==> src/rtl/llbit_resv_table_pkg.sv <==
// Shared constants, width helpers and the per-thread reservation bundle
// for the LL/SC reservation tracker.
package llbit_resv_table_pkg;

    localparam int LLBIT_LINE_OFFSET    = 4;
    localparam int LLBIT_ADDR_WIDTH     = 32;
    localparam int LLBIT_TIMEOUT_CYCLES = 1023;

    // Thread-id width; a single thread still gets a 1-bit id port.
    function automatic int tid_width(input int n);
        return (n > 1) ? $clog2(n) : 1;
    endfunction

    function automatic int cnt_width(input int t);
        return (t > 0) ? $clog2(t + 1) : 1;
    endfunction

    localparam int LLBIT_TAG_WIDTH = LLBIT_ADDR_WIDTH - LLBIT_LINE_OFFSET;
    localparam int LLBIT_CNT_WIDTH = $clog2(LLBIT_TIMEOUT_CYCLES + 1);

    typedef struct packed {
        logic                       valid;
        logic [LLBIT_TAG_WIDTH-1:0] tag;
        logic [LLBIT_CNT_WIDTH-1:0] cnt;
    } resv_entry_t;

endpackage

==> src/rtl/llbit_resv_table_entry.sv <==
// Single-thread reservation: IDLE/HELD valid bit, line tag and an optional
// timeout down-counter.
module llbit_resv_entry
    import llbit_resv_table_pkg::*;
#(
    parameter int TAG_W          = LLBIT_TAG_WIDTH,
    parameter int TIMEOUT_CYCLES = LLBIT_TIMEOUT_CYCLES
) (
    input  logic             clk,
    input  logic             rst,
    input  logic             flush,
    input  logic             ll_hit,
    input  logic [TAG_W-1:0] ll_tag,
    input  logic             sc_hit,
    input  logic             snoop_valid,
    input  logic [TAG_W-1:0] snoop_tag,
    output logic             valid_o,
    output logic [TAG_W-1:0] tag_o
);

    localparam int CNT_W = cnt_width(TIMEOUT_CYCLES);

    logic             valid_q, valid_d;
    logic [TAG_W-1:0] tag_q, tag_d;
    logic             expire;

    generate
        if (TIMEOUT_CYCLES != 0) begin : g_timer
            logic [CNT_W-1:0] cnt_q, cnt_d;

            always_comb begin
                cnt_d = cnt_q;
                if (ll_hit && !flush) begin
                    cnt_d = CNT_W'(TIMEOUT_CYCLES);
                end else if (valid_q && cnt_q != '0) begin
                    cnt_d = cnt_q - CNT_W'(1);
                end
            end

            always_ff @(posedge clk or negedge rst) begin
                if (!rst) begin
                    cnt_q <= '0;
                end else begin
                    cnt_q <= cnt_d;
                end
            end

            assign expire = valid_q && (cnt_q == CNT_W'(1));
        end else begin : g_no_timer
            assign expire = 1'b0;
        end
    endgenerate

    // Priority: flush, LL (re-arm), SC consume, snoop hit, timeout.
    always_comb begin
        valid_d = valid_q;
        tag_d   = tag_q;
        if (flush) begin
            valid_d = 1'b0;
        end else if (ll_hit) begin
            valid_d = 1'b1;
            tag_d   = ll_tag;
        end else if (sc_hit) begin
            valid_d = 1'b0;
        end else if (snoop_valid && valid_q && (snoop_tag == tag_q)) begin
            valid_d = 1'b0;
        end else if (expire) begin
            valid_d = 1'b0;
        end
    end

    always_ff @(posedge clk or negedge rst) begin
        if (!rst) begin
            valid_q <= 1'b0;
            tag_q   <= '0;
        end else begin
            valid_q <= valid_d;
            tag_q   <= tag_d;
        end
    end

    assign valid_o = valid_q;
    assign tag_o   = tag_q;

endmodule

==> src/rtl/llbit_resv_table.sv <==
// Multi-thread LL/SC reservation table: per-thread entries, SC verdict mux
// and a one-cycle registered verdict.
module llbit_resv_table
    import llbit_resv_table_pkg::*;
#(
    parameter int NUM_THREADS    = 2,
    parameter int ADDR_WIDTH     = LLBIT_ADDR_WIDTH,
    parameter int LINE_OFFSET    = LLBIT_LINE_OFFSET,
    parameter int TIMEOUT_CYCLES = LLBIT_TIMEOUT_CYCLES
) (
    input  logic                                clk,
    input  logic                                rst,
    input  logic                                ll_valid,
    input  logic [tid_width(NUM_THREADS)-1:0]   ll_tid,
    input  logic [ADDR_WIDTH-1:0]               ll_addr,
    input  logic                                sc_valid,
    input  logic [tid_width(NUM_THREADS)-1:0]   sc_tid,
    input  logic [ADDR_WIDTH-1:0]               sc_addr,
    input  logic                                snoop_valid,
    input  logic [ADDR_WIDTH-1:0]               snoop_addr,
    input  logic [NUM_THREADS-1:0]              flush,
    output logic                                sc_resp_valid,
    output logic                                sc_resp_success,
    output logic [NUM_THREADS-1:0]              llbit_o
);

    localparam int TID_W = tid_width(NUM_THREADS);
    localparam int TAG_W = ADDR_WIDTH - LINE_OFFSET;

    logic [TAG_W-1:0]       ll_tag, sc_tag, snoop_tag;
    logic [NUM_THREADS-1:0] valid_vec;
    logic [TAG_W-1:0]       tag_arr [NUM_THREADS];

    assign ll_tag    = ll_addr[ADDR_WIDTH-1:LINE_OFFSET];
    assign sc_tag    = sc_addr[ADDR_WIDTH-1:LINE_OFFSET];
    assign snoop_tag = snoop_addr[ADDR_WIDTH-1:LINE_OFFSET];

    logic unused_offset_bits;
    assign unused_offset_bits = ^{ll_addr[LINE_OFFSET-1:0], sc_addr[LINE_OFFSET-1:0],
                                  snoop_addr[LINE_OFFSET-1:0]};

    genvar gi;
    generate
        for (gi = 0; gi < NUM_THREADS; gi++) begin : g_entry
            logic ll_hit, sc_hit;
            assign ll_hit = ll_valid && (ll_tid == TID_W'(gi));
            assign sc_hit = sc_valid && (sc_tid == TID_W'(gi));

            llbit_resv_entry #(
                .TAG_W          (TAG_W),
                .TIMEOUT_CYCLES (TIMEOUT_CYCLES)
            ) u_entry (
                .clk         (clk),
                .rst         (rst),
                .flush       (flush[gi]),
                .ll_hit      (ll_hit),
                .ll_tag      (ll_tag),
                .sc_hit      (sc_hit),
                .snoop_valid (snoop_valid),
                .snoop_tag   (snoop_tag),
                .valid_o     (valid_vec[gi]),
                .tag_o       (tag_arr[gi])
            );
        end
    endgenerate

    // An out-of-range sc_tid selects nothing, so its verdict is failure.
    logic             sel_valid, sel_flush;
    logic [TAG_W-1:0] sel_tag;

    always_comb begin
        sel_valid = 1'b0;
        sel_flush = 1'b0;
        sel_tag   = '0;
        for (int t = 0; t < NUM_THREADS; t++) begin
            if (sc_tid == TID_W'(t)) begin
                sel_valid = valid_vec[t];
                sel_flush = flush[t];
                sel_tag   = tag_arr[t];
            end
        end
    end

    logic resp_valid_q, resp_valid_d;
    logic resp_success_q, resp_success_d;

    always_comb begin
        resp_valid_d   = sc_valid;
        resp_success_d = sc_valid && sel_valid && (sc_tag == sel_tag) && !sel_flush
                         && !(snoop_valid && (snoop_tag == sel_tag));
    end

    always_ff @(posedge clk or negedge rst) begin
        if (!rst) begin
            resp_valid_q   <= 1'b0;
            resp_success_q <= 1'b0;
        end else begin
            resp_valid_q   <= resp_valid_d;
            resp_success_q <= resp_success_d;
        end
    end

    assign sc_resp_valid   = resp_valid_q;
    assign sc_resp_success = resp_success_q;
    assign llbit_o         = valid_vec;

endmodule

==> config.mk <==
export PLATFORM = sky130hd
export DESIGN_NAME = llbit_resv_table
export DESIGN_NICKNAME = d
export VERILOG_FILES = /design/src/rtl/llbit_resv_table_pkg.sv /design/src/rtl/llbit_resv_table_entry.sv /design/src/rtl/llbit_resv_table.sv
export SDC_FILE = /design/constraint.sdc
export NUM_CORES = 1
export LEC_CHECK = 0
export CORE_UTILIZATION = 40
export DETAILED_ROUTE_END_ITERATION = 7
export DONT_BUFFER_PORTS = 1
export PLACE_DENSITY_LB_ADDON = 0.15
export SLEW_MARGIN = 0
export SYNTH_ARGS = -nofsm -noshare
export SYNTH_HDL_FRONTEND = slang
export SYNTH_SLANG_ARGS = --single-unit
export TNS_END_PERCENT = 50
==> constraint.sdc <==
create_clock -name clk -period 4.9 [get_ports clk]
set_input_delay 0.735 -clock clk [delete_from_list [all_inputs] [get_ports clk]]
set_output_delay 0.735 -clock clk [all_outputs]
set_load 0.02 [all_outputs]
### Yosys cells after proc, flatten, opt, wreduce, memory -nomap -nowiden

Cells that the tools add are included.

| cells by class | value |
|---|---|
| add/subtract/negate cells | 2 |
| multipliers | 0 |
| divide/modulo/power cells | 0 |
| $lt $le $gt $ge | 0 |
| equal/unequal tests | 6 |
| shift operators | 0 |
| muxes and demuxes | 17 |
| bitwise logic cells | 4 |
| reductions and logical operators | 31 |

Operator list:

| kind | count |
|---|---|
| $eq 28x28->1 | 4 |
| $mux 10 | 4 |
| $mux 28 | 1 |
| $eq 10x1->1 const B | 2 |
| $reduce_bool 10->1 | 2 |
| $sub 10x1->10 const B | 2 |
| $logic_and 1x1->1 | 19 |
| $mux 1 | 12 |
| $reduce_bool 5->1 | 2 |
| $logic_not 1->1 | 4 |
| $not 1->1 | 4 |
| $reduce_and 2->1 | 2 |
| $reduce_bool 2->1 | 2 |

| storage, ports and cells | value |
|---|---|
| bits in registers | 80 |
| bits in latches | 0 |
| RAM bits | 0 |
| ROM bits | 0 |
| input port bits | 105 |
| output and inout port bits | 4 |
| logic and storage cells | 68 |
| memories kept | 0 |

### Depth between registers and ports, before layout

| depth | value |
|---|---|
| depth in word-level cells | 7 |
| gate-level depth with buffers | 7 |
| gate-level depth less buffers | 6 |

### By module

Synthesis repeated with hierarchy kept, for this count alone.

| unflattened totals | value |
|---|---|
| cells, all modules | 552 |
| area total of the unflattened synthesis | 4983.5 sq um |

Modules (own cells, without submodules):

| module | instances | cells an instance | area an instance (sq um) |
|---|---|---|---|
| llbit_resv_entry (g_entry[1].u_entry) | 1 | 217 | 1950.6 |
| llbit_resv_entry (g_entry[0].u_entry) | 1 | 215 | 1939.4 |
| llbit_resv_table | 1 | 120 | 1093.5 |

### Worst setup path before layout

No wires, ideal clock.

| timing | value |
|---|---|
| path type | input port to flip-flop |
| start | in sc_tid |
| end | reg resp_success_q (netlist: sc_resp_success) |
| setup time | 0.126 ns |
| data arrival time | 1.987 ns |
| data required time | 4.774 ns |
| slack | 2.787 ns |
| stages on the path | 7 |
| cells stage by stage | buf_6 buf_2 mux2i_1 xnor2_1 nor4_1 nand4_1 o311a_1 |

| on the way | value |
|---|---|
| word-level cells in the longest chain between the ends | 5 |
| elaborated cells on any way between the ends | 12 |
| those cells by class | 2 x eq/ne; 3 x mux; 7 x reduce/logical |

RTL lines:

| element | line | text |
|---|---|---|
| from (decl) | llbit_resv_table.sv:17 | `input logic [tid_width(NUM_THREADS)-1:0] sc_tid,` |
| $mux 28 or $mux 1 (tied branches) | llbit_resv_table.sv:76 | `if (sc_tid == TID_W'(t)) begin` |
| $eq 28x28->1, or another cell as far along | llbit_resv_table.sv:89 | `resp_success_d = sc_valid && sel_valid && (sc_tag == sel_tag) && !sel_flush` |
| $logic_and 1x1->1 (on tied branches) | llbit_resv_table.sv:89, llbit_resv_table.sv:90 |  |
| $logic_and 1x1->1 or $logic_not 1->1 (tied branches) | llbit_resv_table.sv:89, llbit_resv_table.sv:90 |  |
| $logic_and 1x1->1 (*) | llbit_resv_table.sv:90 | `&& !(snoop_valid && (snoop_tag == sel_tag));` |
| net resp_success_d | llbit_resv_table.sv:85 | `logic resp_success_q, resp_success_d;` |
| to (signal assigned) | llbit_resv_table.sv:99 | `resp_success_q <= resp_success_d;` |
| to (decl) | llbit_resv_table.sv:85 |  |

The timed path passes the listed nets; every way through them passes the cells marked *.
A chain may end at the register's enable or synchronous reset.

### Worst setup path in the final report

| timing | value |
|---|---|
| start | reg g_entry[0].u_entry.valid_q |
| end | reg g_entry[0].u_entry.g_timer.cnt_q[8] |

| on the way | value |
|---|---|
| word-level cells in the longest chain between the ends | 2 |

RTL lines:

| element | line | text |
|---|---|---|
| from (decl) | llbit_resv_table_entry.sv:23 | `logic valid_q, valid_d;` |
| from (signal assigned) | llbit_resv_table_entry.sv:77 | `valid_q <= valid_d;` |
| $logic_and 1x1->1 | llbit_resv_table_entry.sv:35 | `end else if (valid_q && cnt_q != '0) begin` |
| $reduce_bool 2->1 (no source line) | n/a |  |
| to (signal assigned) | llbit_resv_table_entry.sv:44 | `cnt_q <= cnt_d;` |
| to (decl) | llbit_resv_table_entry.sv:29 | `logic [CNT_W-1:0] cnt_q, cnt_d;` |

Every way passes these cells.

==> out/results.tsv <==
stage	metric	value	unit
status	status	finished clean	
logic_synthesis	Synthesized Nets	604	
logic_synthesis	prevailing post-synth register cell	dfrtp_1	
worst_setup_path	Setup crit start kind	register	
global_route	antenna violations before repair	0	
clock_tree	clock buffer count from CTS	9	
floorplan	Die ar.	0.0128	mm^2
floorplan	Die Y	113	um
drt	final WL	13400	um
clock_tree	worst skew pair latency	0.34	ns
logic_synthesis	post-synth cell types	40	
clock_tree	Sink Count	80	
power_and_ir_drop	Peak supply drop	261	uV
sta	Final WS setup	2.85	ns
drt	DR vias/cell	5.42	
clock_tree	PostCTS Resize Cnt	0	
drt	WL/cell	20.9	um
global_route	largest net degree at the start of global routing	81	
place	HPWL Detailed	9980	um
finish	Area Overhead vs Synth	7.35	%
sta	worst slew pin tran	0.953	ns
clock_tree	Post-CTS Setup Repair Bufs	0	
sta	Fin. Hold Viols	0	
logic_synthesis	Seq/Total Area, Yosys	40.7	%
sta	f_max	488	MHz
sta	Slew Limit Headroom	36.5	%
clock_tree	CTS H-Tree Depth	3	
clock_tree	# hold bufs at CTS	0	
worst_setup_path	crit end category	register	
floorplan	row count	40	
global_route	All-Layer GR Usage	22.5	%
run	Max-Cap Viols	0	
drt	vias	3477	
logic_synthesis	post-synthesis instance total	493	
worst_setup_path	Critical Path RT	5.09	ns
finish	Nets	600	
logic_synthesis	Ys Warns	0	
worst_setup_path	r2r startpoint	g_entry[0].u_entry.valid_o$_DFFE_PN0P_	
power_and_ir_drop	P_leak	2.18	nW
finish	Storage cell area	0.00200	mm^2
worst_setup_path	crit path from	g_entry[0].u_entry.valid_o$_DFFE_PN0P_	
clock_tree	Worst-path clk slew	0.06	ns
sta	endpoints failing setup	0	
drt	antenna-violating nets left	0	
clock_tree	CTS tree	built	
global_route	grt ovf	0	
sta	Final min period	2.05	ns
finish	footprint of the multi-input gates	0.00280	mm^2
clock_tree	Longest Clk Path Bufs	2	
sta	Final Skew	0.00435	ns
finish	layout cells sized above 1	10.5	%
drt	met3 wire length	1370	um
drt	# DRC	0	
logic_synthesis	top cell type's share of synthesized area	40.7	%
floorplan	Die X	113	um
worst_setup_path	critical path class	register to register	
finish	ANT cells	0	
finish	commonest non-fill, non-tap cell in the layout	nand2_1	
drt	met2 WL post-DR	6250	um
place	port bufs	0	
power_and_ir_drop	pwr dens	375	mW/mm^2
worst_hold_path	min-delay worst type	primary input to async pin	
floorplan	I/O pins	109	
drt	Initial DRC Count	179	
finish	Fillers	1222	
finish	most frequent cells in the layout	nand2_1 (107), dfrtp_1 (80), xor2_1 (75)	
global_route	global-route wire length before repair	21000	um
power_and_ir_drop	total power	1.98	mW
logic_synthesis	post-synth top area cell	dfrtp_1	
logic_synthesis	post-synthesis register bit count	80	
sta	unrepaired setup endpoints after global routing	false	
logic_synthesis	Mean Syn Cell Area	9.98	um^2
sta	Final TNS setup	0	ns
drt	wl on met1	5510	um
logic_synthesis	number of synthesized flops with an enable pin	0	
sta	Slew Limit Fails	0	
drt	drt first pass iters	4	
global_route	number of global-route vias before repair	3718	
floorplan	Initial Util	41.0	%
drt	top layer in use	met4	
logic_synthesis	cell area after synthesis	0.00492	mm^2
logic_synthesis	synth top area cells	dfrtp_1 (41%), xor2_1 (13%), xnor2_1 (8.7%)	
floorplan	core area	0.0120	mm^2
worst_setup_path	worst-path maximum fanout	7	
place	DP Worst Slack	2.70	ns
place	Routability Congestion	0.853	
worst_setup_path	Reg2Reg Depth	5	
clock_tree	CTS root buf	clkbuf_16	
logic_synthesis	Post-synth ARST share	100	%
worst_setup_path	CP arrival	2.24	ns
sta	final worst-path cycle share	41.8	%
cell usage after synthesis, types with 2 or more instances:
cell,instances
nand2_1,107
dfrtp_1,80
xor2_1,75
xnor2_1,49
mux2_2,28
nor4_1,20
mux2i_1,19
nand4_1,19
clkbuf_1,11
mux2i_2,9
nor2_1,9
nand3_1,8
inv_1,7
ha_1,6
o21ai_0,6
nor3_1,5
nand4b_1,4
a21oi_1,3
and3_1,2
buf_4,2
buf_6,2
nand3b_1,2
nor2b_1,2
o211ai_1,2
power breakdown:
group | leakage [nW] | internal [mW] | switching [mW]
clock network | 0.125 | 0.359 | 0.258
registers | 0.919 | 0.767 | 0.111
logic | 1.13 | 0.235 | 0.252
total | 2.18 | 1.36 | 0.621
per-stage QoR:
step                      hold WS [ns]  std cells  utilization (%)  instance area, um^2
after CTS                       0.0702        641             44.0                 5280
after global placement           0.441        625             41.8                 5020
after floorplan                  0.439        493                -                 4920
final                           0.0841        641             44.0                 5280
after global routing            0.0664        641             44.0                 5280
after detailed placement         0.441        625             41.8                 5020
path summary, 6_finish.rpt:
check	to	slack [ns]
worst min-delay path	g_entry[1].u_entry.g_timer.cnt_q[4]$_DFFE_PN0P_	0.08
worst max-delay path	g_entry[0].u_entry.g_timer.cnt_q[8]$_DFFE_PN0P_	2.85
min in group clk	sc_resp_valid$_DFF_PN0_	0.42
worst max register to register	g_entry[0].u_entry.g_timer.cnt_q[8]$_DFFE_PN0P_	2.85
max in group asynchronous	g_entry[0].u_entry.tag_o[9]$_DFFE_PN0P_	4.72
worst min register to register	g_entry[1].u_entry.g_timer.cnt_q[9]$_DFFE_PN0P_	0.52
logic make-up after synthesis:
family,synth area share (%)
AO/OA/AOI/OAI,2.62
AND/OR/NAND/NOR,17.7
adder cells (fa/ha/maj),1.53
multiplexers,12.8
buffers and inverters,2.64
flip-flops,40.7
XOR/XNOR,22.1
critical path, stage by stage, from the launching register on:
cell	delay [ns]
dfrtp_1	0.54
or4b_1	0.49
a31oi_1	0.44
nand4b_1	0.19
xor2_1	0.17
nand2_1	0.06
sequential cells by signal, indices dropped and copies added (netlist names):
register	flops
g_entry.u_entry.valid_o	2
g_entry.u_entry.g_timer.cnt_q	20
sc_resp_success	1
sc_resp_valid	1
g_entry.u_entry.tag_o	56
layer usage:
metal / track usage [%] / vias up
met5: 0 / -
met4: 7.02 / 0
met3: 10.6 / 18
met2: 35.8 / 104
met1: 27.1 / 1687
li1: - / 1668
area by class of cell:
| type | count | area share (%) |
|---|---|---|
| Multi-Input combinational cell | 389 | 52.9 |
| Inverter | 7 | 0.497 |
| Timing Repair Buffer | 2 | 0.284 |
| Clock buffer | 16 | 4.95 |
| Sequential cell | 80 | 37.9 |
| Tap cell | 147 | 3.48 |
No activity file was read; power rests on OpenSTA's default activity.
